`config.mk`:
```
export PLATFORM = sky130hd
export DESIGN_NAME = sat_counter
export DESIGN_NICKNAME = d
export VERILOG_FILES = /design/src/rtl/sat_counter.sv
export SDC_FILE = /design/constraint.sdc
export NUM_CORES = 1
export LEC_CHECK = 0
export CAP_MARGIN = 30
export CORE_AREA = 2 2 39 41
export DETAILED_ROUTE_END_ITERATION = 10
export DIE_AREA = 0 0 41 43
export PLACE_DENSITY = 0.54
export SYNTH_ARGS = -nofsm -noshare
export SYNTH_HDL_FRONTEND = slang
export SYNTH_SLANG_ARGS = --single-unit
```
`constraint.sdc`:
```
create_clock -name clock -period 2.8 [get_ports clock]
set_input_delay 0.56 -clock clock [delete_from_list [all_inputs] [get_ports clock]]
set_output_delay 0.56 -clock clock [all_outputs]
set_load 0.05 [all_outputs]
```
`src/rtl/sat_counter.sv`:
```
// Saturating up-counter with a multi-bit increment; never wraps.
module sat_counter #(
    parameter int unsigned W     = 8,
    parameter int unsigned INC_W = 1
) (
    input  logic             clock,
    input  logic             reset,
    input  logic [INC_W-1:0] inc,
    output logic [W-1:0]     count
);

    localparam int unsigned     SUM_W = ((W > INC_W) ? W : INC_W) + 1;
    localparam logic [SUM_W-1:0] MAX_V = SUM_W'({W{1'b1}});

    logic [W-1:0]     count_q;
    logic [W-1:0]     count_d;
    logic [SUM_W-1:0] sum;

    always_comb begin
        sum     = SUM_W'(count_q) + SUM_W'(inc);
        count_d = (sum > MAX_V) ? W'(MAX_V) : W'(sum);
    end

    always_ff @(posedge clock) begin
        if (reset) begin
            count_q <= '0;
        end else begin
            count_q <= count_d;
        end
    end

    assign count = count_q;

endmodule

```
==> flow_metrics.tcl, run 1 <==
set metrics [dict create \
    critPathKind "reg -> out" \
    mostFrequentLayoutCells "clkdlybuf4s50_1 (10), dfxtp_1 (8), a21oi_1 (4)" \
    status "completed" \
    synth-seq-cells 8 \
    leakage_nw 0.179 \
    viasPerCell 5.20 \
    clock_sinks 8 \
    synth_area_sq_um 390 \
    setup_viol 0 \
    synth_cell_types 23 \
    switchingPower_w 0.0000671 \
    fin_area_sq_um 529 \
    wire_per_inst_microns 12.7 \
    first_pass_iters 2 \
    cts_root_buffer "clkbuf_4" \
    cts_setup_buffers 0 \
    layout_commonest_cell "clkdlybuf4s50_1" \
    grt_pass1_vias 355 \
    grt_overflow 0 \
    grt-busiest-layer "met2" \
    remaining_drc_errors 0 \
    grtUsageMet2 0.175 \
    postCtsResizedCells 0 \
    hpwl_microns 623 \
    core_sq_mm 0.00138 \
    ctsHoldBuffers 0 \
    die_x_microns 41 \
    syn_to_final_growth_pct 35.6 \
    final_hold_viol_count 0 \
    cp_cell_sequence "clkdlybuf4s50_1" \
    portBuffers 10 \
    crit_family "buffers and inverters" \
    comb_power_share 0.133 \
    fin_skew_ps 0.262 \
    final_nets 61 \
    die_h_microns 43 \
    worstPathArrival_ps 1570 \
    maxCapViolCount 0 \
    avgSynthCellArea_sq_um 9.29 \
    rows 14 \
    crit_path_start_kind "flip-flop" \
    die_area_sq_mm 0.00176 \
    tns_ps 0 \
    numCtsBuffers 3 \
    end_kind "output port" \
    irDropWorstVdd_mv 0.194 \
    tightest_slew_ps 493 \
    initialDrtViolationCount 5 \
    grtUsageMet3 0.0314 \
    largest_reg_flops 8 \
    placed_cell_area_sq_um 507 \
    drive_gt1_frac 0.0926 \
    grt_max_degree 9 \
    slew_violations 0 \
    grtUsageTotal 0.130 \
    seqPwrFrac 0.491 \
    path_clk_slew_ps 60 \
    insertion_delay_ps 260 \
    ant_nets 0 \
    cp.required_ps 2240 \
    gp_congestion 0.680 \
    initial_core_util 0.282 \
    drt_wl_total_microns 887 \
    max_slew_margin 0.670 \
    crit_buf_inv 1 \
    rsz0062_at_grt "false" \
    slowest_stage "clkdlybuf4s50_1" \
    syn_nets 47 \
    grt_pass1_wl_mm 1.52 \
    h-tree-depth 1 \
    cts_buffer_depth 2 \
    p_int_w 0.000179 \
    fmax_ghz 0.471 \
    ys_warn_count 0 \
    tritoncts "built" \
    fin_crit_sh 0.759 \
    yosysSeqAreaShare 0.410 \
    use_met1 0.168 \
    place_inst 67 \
    finalNonFillerCells 70 \
    io_pins 11 \
    antenna_found_initial 0 \
    switching_share 0.273 \
    num_vias 364 \
    finalCriticalPeriod_ps 2130 \
    slowest_delay_ps 850 \
    synth_cells 42 \
    hold_class "reg -> reg" \
    critPathMaxFanout 8 \
    p_per_area_mw_per_mm2 464 \
    p_clk_frac 0.377 \
    n_antenna_cell 0 \
]
kinds of logic (layout without fill, tap and decap cells):
| kind of cell | Yosys count | after routing | synth area share |
|---|---|---|---|
| AO/OA/AOI/OAI | 11 | 11 | 0.192 |
| XOR/XNOR | 2 | 2 | 0.0449 |
| adder cells (fa/ha/maj) | 2 | 2 | 0.0641 |
| buffers and inverters | 4 | 16 | 0.0385 |
| flip-flops | 8 | 8 | 0.410 |
| AND/OR/NAND/NOR | 15 | 15 | 0.250 |
final cells by class:
| class | count | area (sq um) |
|---|---|---|
| fillers | 147 | 855 |
| flip-flops and latches | 8 | 160 |
| clock buffers | 3 | 22.5 |
| inverters | 3 | 11.3 |
| well taps | 16 | 20.0 |
| repair buffers | 10 | 100 |
| multi-input cells | 30 | 215 |
cells in the mapped netlist:
master	number	area, sq um
a21oi_1	4	20.0
a41oi_1	1	8.76
buf_1	1	3.75
and3_1	1	6.26
a211oi_1	1	7.51
a31oi_1	3	18.8
or3_1	1	6.26
nand4_1	1	6.26
and4_1	2	17.5
nand2b_1	1	6.26
dfxtp_1	8	160
or2_0	1	6.26
inv_1	3	11.3
xnor2_1	1	8.76
nor4b_1	1	8.76
nand4_2	1	12.5
o21ai_0	1	5.00
a311oi_2	1	15.0
xor2_1	1	8.76
nor3_1	3	15.0
ha_1	2	25.0
nand3_1	1	5.00
nand2_1	2	7.51
final timing paths:
path	startpoint	endpoint	slack [ps]	cells after the start
hold reg to reg	count[7]	count[7]	560	1
setup reg to reg	count[0]	count[3]	1390	4
hold / removal	count[7]	count[7]	560	1
setup / recovery	count[5]	count[5]	670	1
metrics by stage:
stage | utilization | total power (W) | setup WS, ps | hold WS, ps
after floorplan | - | 0.000144 | 1100 | 765
after global placement | 0.366 | 0.000156 | 753 | 561
after detailed placement | 0.366 | 0.000156 | 707 | 567
after CTS | 0.382 | 0.000251 | 667 | 573
after global routing | 0.382 | 0.000260 | 600 | 610
final | 0.382 | 0.000246 | 675 | 564
power by group through the flow:
stage	sequential [W]	clock [W]	combinational [W]
floorplan	0.000133	0	0.0000112
global placement	0.000123	0	0.0000326
detailed placement	0.000123	0	0.0000324
CTS	0.000121	0.0000977	0.0000327
global route	0.000121	0.000104	0.0000346
finish	0.000121	0.0000925	0.0000326
metal layers:
metal / up-vias / part of all wire
met3: 4 / 0.028
met1: 166 / 0.49
met4: 0 / 0.033
met2: 9 / 0.45
li1: 185 / -
met5: - / 0
Power figures use the tool's default switching activity.
==> run 2: changes to the inputs <==
==> constraint.sdc (replaced) <==
create_clock -name clock -period 2 [get_ports clock]
set_input_delay 0.4 -clock clock [delete_from_list [all_inputs] [get_ports clock]]
set_output_delay 0.4 -clock clock [all_outputs]
set_load 0.05 [all_outputs]
==> run 2 against run 1 <==
Against the previous run: critical endpoint is now count[7]; non-clock buffer count grew 2; global-route usage shrank 0.28 points; cell count grew 2.9%; power grew 39%; register-to-register slack lost 730 ps; clock skew grew 11 ps; die area is the same; design area grew 1.4%; worst hold slack gained 5.2 ps; critical path type unchanged; setup slack lost 590 ps; first-iteration DRC count shrank 40%.
==> flow_metrics.tcl, run 2 (same netlist as run 1, synthesis figures left out) <==
set metrics [dict create \
    crit_buf_inv 1 \
    initial_core_util 0.282 \
    fin_crit_sh 0.956 \
    initialDrtViolationCount 3 \
    cts_setup_buffers 0 \
    cts_buffer_depth 2 \
    gp_congestion 0.698 \
    postCtsResizedCells 0 \
    hpwl_microns 621 \
    die_h_microns 43 \
    end_kind "output port" \
    numCtsBuffers 3 \
    multi_input_area_sq_um 215 \
    finish.utilization 0.388 \
    drt_wl_total_microns 862 \
    n_antenna_cell 0 \
    path_clk_slew_ps 60 \
    slowest_delay_ps 840 \
    ctsHoldBuffers 0 \
    insertion_delay_ps 260 \
    max_slew_margin 0.666 \
    viasPerCell 5.08 \
    core_sq_mm 0.00138 \
    first_pass_iters 4 \
    place_ws_ps 130 \
    critPathKind "reg -> out" \
    maxCapViolCount 0 \
    wire_per_inst_microns 12.0 \
    clock_sinks 8 \
    antenna_found_initial 0 \
    grt_pass1_vias 342 \
    register_area_sq_um 160 \
    critPathMaxFanout 5 \
    fin_skew_ps 11.1 \
    ant_nets 0 \
    mostFrequentLayoutCells "dfxtp_1 (8), clkdlybuf4s50_1 (7), buf_4 (5), a21oi_1 (4)" \
    layout_commonest_cell "dfxtp_1" \
    h-tree-depth 1 \
    die_area_sq_mm 0.00176 \
    finalCriticalPeriod_ps 1910 \
    grt_overflow 0 \
    final_hold_viol_count 0 \
    n_fill_cell 143 \
    setup_viol 0 \
    hold_class "reg -> reg" \
    crit_path_start_kind "flip-flop" \
    final_nets 63 \
    p_per_area_mw_per_mm2 638 \
    crit_family "buffers and inverters" \
    status "completed" \
    grt_pass1_wl_mm 1.48 \
    die_x_microns 41 \
    worstPathArrival_ps 1510 \
    tns_ps 0 \
    tritoncts "built" \
    num_vias 366 \
    tightest_slew_ps 500 \
    cp_cell_sequence "clkdlybuf4s50_1" \
    drive_gt1_frac 0.179 \
    grt_max_degree 9 \
    slowest_stage "clkdlybuf4s50_1" \
    portBuffers 10 \
    largest_reg_flops 8 \
    leakage_nw 0.196 \
    cts_root_buffer "clkbuf_4" \
    remaining_drc_errors 0 \
    fmax_ghz 0.523 \
    finalHoldWorstSlack_ps 569 \
    cp.required_ps 1600 \
    setup_ws_ps 89.0 \
    syn_to_final_growth_pct 37.5 \
    io_pins 11 \
    irDropWorstVdd_mv 0.244 \
    rows 14 \
    grtUsageTotal 0.127 \
    rsz0062_at_grt "false" \
    slew_violations 0 \
]
==> run 2: changes by cell type in the layout (fill, tap and decap cells not counted), sizes merged <==
cell           before  now
buf                 0    5
clkdlybuf4s50      10    7
==> run 2: worst register-to-register path, cell delays in order, from the launching register on <==
cell and delay (ps):
dfxtp_1 350, ha_1 240, nand4_2 160, or2_0 240, a311oi_2 250
==> run 2: worst paths after layout <==
check / slack [ps] / startpoint / endpoint / cells after the start
max: 90 / count[7] / count[7] / 1
min: 570 / count[7] / count[7] / 1
max reg2reg: 660 / count[0] / count[3] / 4
min reg2reg: 570 / count[7] / count[7] / 1
==> run 2: layout make-up <==
type / instances / share of cell area
repair buffers: 12 / 0.200
clock buffers: 3 / 0.0420
flip-flops and latches: 8 / 0.298
inverters: 3 / 0.0210
multi-input cells: 30 / 0.401
well taps: 16 / 0.0373
==> run 2: through the flow <==
step / instance area [sq um] / std cells / total power, W
after floorplan: 390 / 42 / 0.000202
after global placement: 514 / 69 / 0.000221
after detailed placement: 514 / 69 / 0.000221
after CTS: 537 / 72 / 0.000350
after global routing: 537 / 72 / 0.000363
final: 537 / 72 / 0.000343
==> run 2: layer usage <==
layer / global-route usage / vias to the layer above / share of wire
li1: - / 188 / -
met1: 0.189 / 163 / 0.50
met2: 0.147 / 13 / 0.44
met3: 0.0314 / 2 / 0.038
met4: 0.100 / 0 / 0.016
met5: 0 / - / 0
==> run 2: power by group <==
group	total (W)	internal, W	switching, W
sequential	0.000169	0.000164	0.00000499
combinational	0.0000483	0.0000191	0.0000293
clock	0.000126	0.0000688	0.0000568
total	0.000343	0.000252	0.0000910
==> run 3: changes to the inputs <==
--- a/config.mk
+++ b/config.mk
@@ -5,7 +5,7 @@
 export SDC_FILE = /design/constraint.sdc
 export NUM_CORES = 1
 export LEC_CHECK = 0
-export CAP_MARGIN = 30
+export CAP_MARGIN = 10
 export CORE_AREA = 2 2 39 41
 export DETAILED_ROUTE_END_ITERATION = 10
 export DIE_AREA = 0 0 41 43
==> constraint.sdc (replaced) <==
create_clock -name clock -period 1.9 [get_ports clock]
set_input_delay 0.38 -clock clock [delete_from_list [all_inputs] [get_ports clock]]
set_output_delay 0.38 -clock clock [all_outputs]
set_load 0.05 [all_outputs]
==> run 3 against run 2 <==
Against the previous run: sequential share of layout area up 0.14 points; via count rose by 0.27%; global-route usage increased by 1.6 points; worst hold slack worse by 13 ps; count of clock-buffer cells in the layout is the same; non-clock buffer count increased by 1; register-to-register slack worse by 70 ps; clock power rose by 9.5%; power increased by 7.4%; sequential power is 5% higher; setup slack improved by 9.0 ps.
==> flow_metrics.tcl, run 3 (same netlist as run 1, synthesis figures left out) <==
set metrics [dict create \
    tightest_slew_ps 494 \
    clock_sinks 8 \
    cp.required_ps 1520 \
    slew_violations 0 \
    critPathKind "reg -> out" \
    grt_pass1_vias 368 \
    rr_worst_depth 4 \
    crit_buf_inv 1 \
    tns_ps 0 \
    critPathMaxFanout 3 \
    path_clk_slew_ps 60 \
    die_x_microns 41 \
    drt_wl_total_microns 919 \
    numCtsBuffers 3 \
    core_sq_mm 0.00138 \
    syn_to_final_growth_pct 36.9 \
    crit_family "buffers and inverters" \
    status "completed" \
    viasPerCell 5.03 \
    initialDrtViolationCount 2 \
    mostFrequentLayoutCells "buf_4 (10), dfxtp_1 (8), a21oi_1 (4)" \
    grt_pass1_wl_mm 1.63 \
    n_antenna_cell 0 \
    irDropWorstVdd_mv 0.430 \
    grt_max_degree 9 \
    tritoncts "built" \
    antenna_found_initial 0 \
    worstPathArrival_ps 1420 \
    die_h_microns 43 \
    leakage_nw 0.209 \
    rsz0062_at_grt "false" \
    end_kind "output port" \
    cts_setup_buffers 0 \
    wire_per_inst_microns 12.6 \
    gp_congestion 0.676 \
    fin_skew_ps 5.63 \
    crit_path_start_kind "flip-flop" \
    hpwl_microns 652 \
    finalCriticalPeriod_ps 1800 \
    p_per_area_mw_per_mm2 689 \
    cts_root_buffer "clkbuf_4" \
    final_nets 64 \
    cp.depth 1 \
    max_slew_margin 0.670 \
    holdPathStages 1 \
    fmax_ghz 0.555 \
    fin_crit_sh 0.948 \
    first_pass_iters 2 \
    grt_overflow 0 \
    final_hold_viol_count 0 \
    finalHoldWorstSlack_ps 557 \
    ctsHoldBuffers 0 \
    hold_class "reg -> reg" \
    ant_nets 0 \
    grtUsageTotal 0.143 \
    postCtsResizedCells 0 \
    cts_buffer_depth 2 \
    largest_reg_flops 8 \
    setup_viol 0 \
    slowest_delay_ps 810 \
    remaining_drc_errors 0 \
    rows 14 \
    drive_gt1_frac 0.263 \
    die_area_sq_mm 0.00176 \
    insertion_delay_ps 260 \
    portBuffers 10 \
    num_vias 367 \
    layout_commonest_cell "buf_4" \
    io_pins 11 \
    cp_cell_sequence "clkdlybuf4s50_1" \
    maxCapViolCount 0 \
    h-tree-depth 1 \
    n_fill_cell 146 \
    slowest_stage "clkdlybuf4s50_1" \
    initial_core_util 0.282 \
]
[run 3: cell types whose count changed in the layout (fill, tap and decap cells not counted), sizes merged]
cell	before	now
buf	5	10
clkdlybuf4s50	7	3
[run 3: through the flow]
step	area, sq um	cells	power, W	utilization	worst slack (ps)
3_5_place_dp	512	70	0.000234	0.370	59.8
5_1_grt	534	73	0.000388	0.386	39.9
6_report	534	73	0.000368	0.386	98.0
3_3_place_gp	512	70	0.000234	0.370	69.3
2_1_floorplan	390	42	0.000213	-	202
4_1_cts	534	73	0.000377	0.386	76.9
[run 3: routing by layer]
layer	GRT usage	part of all wire
met5	0	0
met2	0.172	0.43
met4	0.0600	0.0087
met1	0.205	0.49
met3	0.0785	0.063
[run 3: cell type report]
class	instances	area [sq um]	share of cell area
multi-input combinational	30	215	0.403
sequential	8	160	0.300
inverter	3	11.3	0.0211
clock buffer	3	22.5	0.0422
timing repair buffer	13	105	0.197
tap	16	20.0	0.0375
[run 3: worst paths after layout]
check | startpoint | to | slack (ps)
worst max-delay path | count[0] | count[0] | 100
worst min-delay path | count[7] | count[7] | 560
worst max register to register | count[0] | count[3] | 590
worst min register to register | count[7] | count[7] | 560
[run 3: where the power goes]
group / internal, W / switching (W) / total, W
logic: 0.0000215 / 0.0000310 / 0.0000524
clock network: 0.0000728 / 0.0000649 / 0.000138
registers: 0.000172 / 0.00000562 / 0.000178
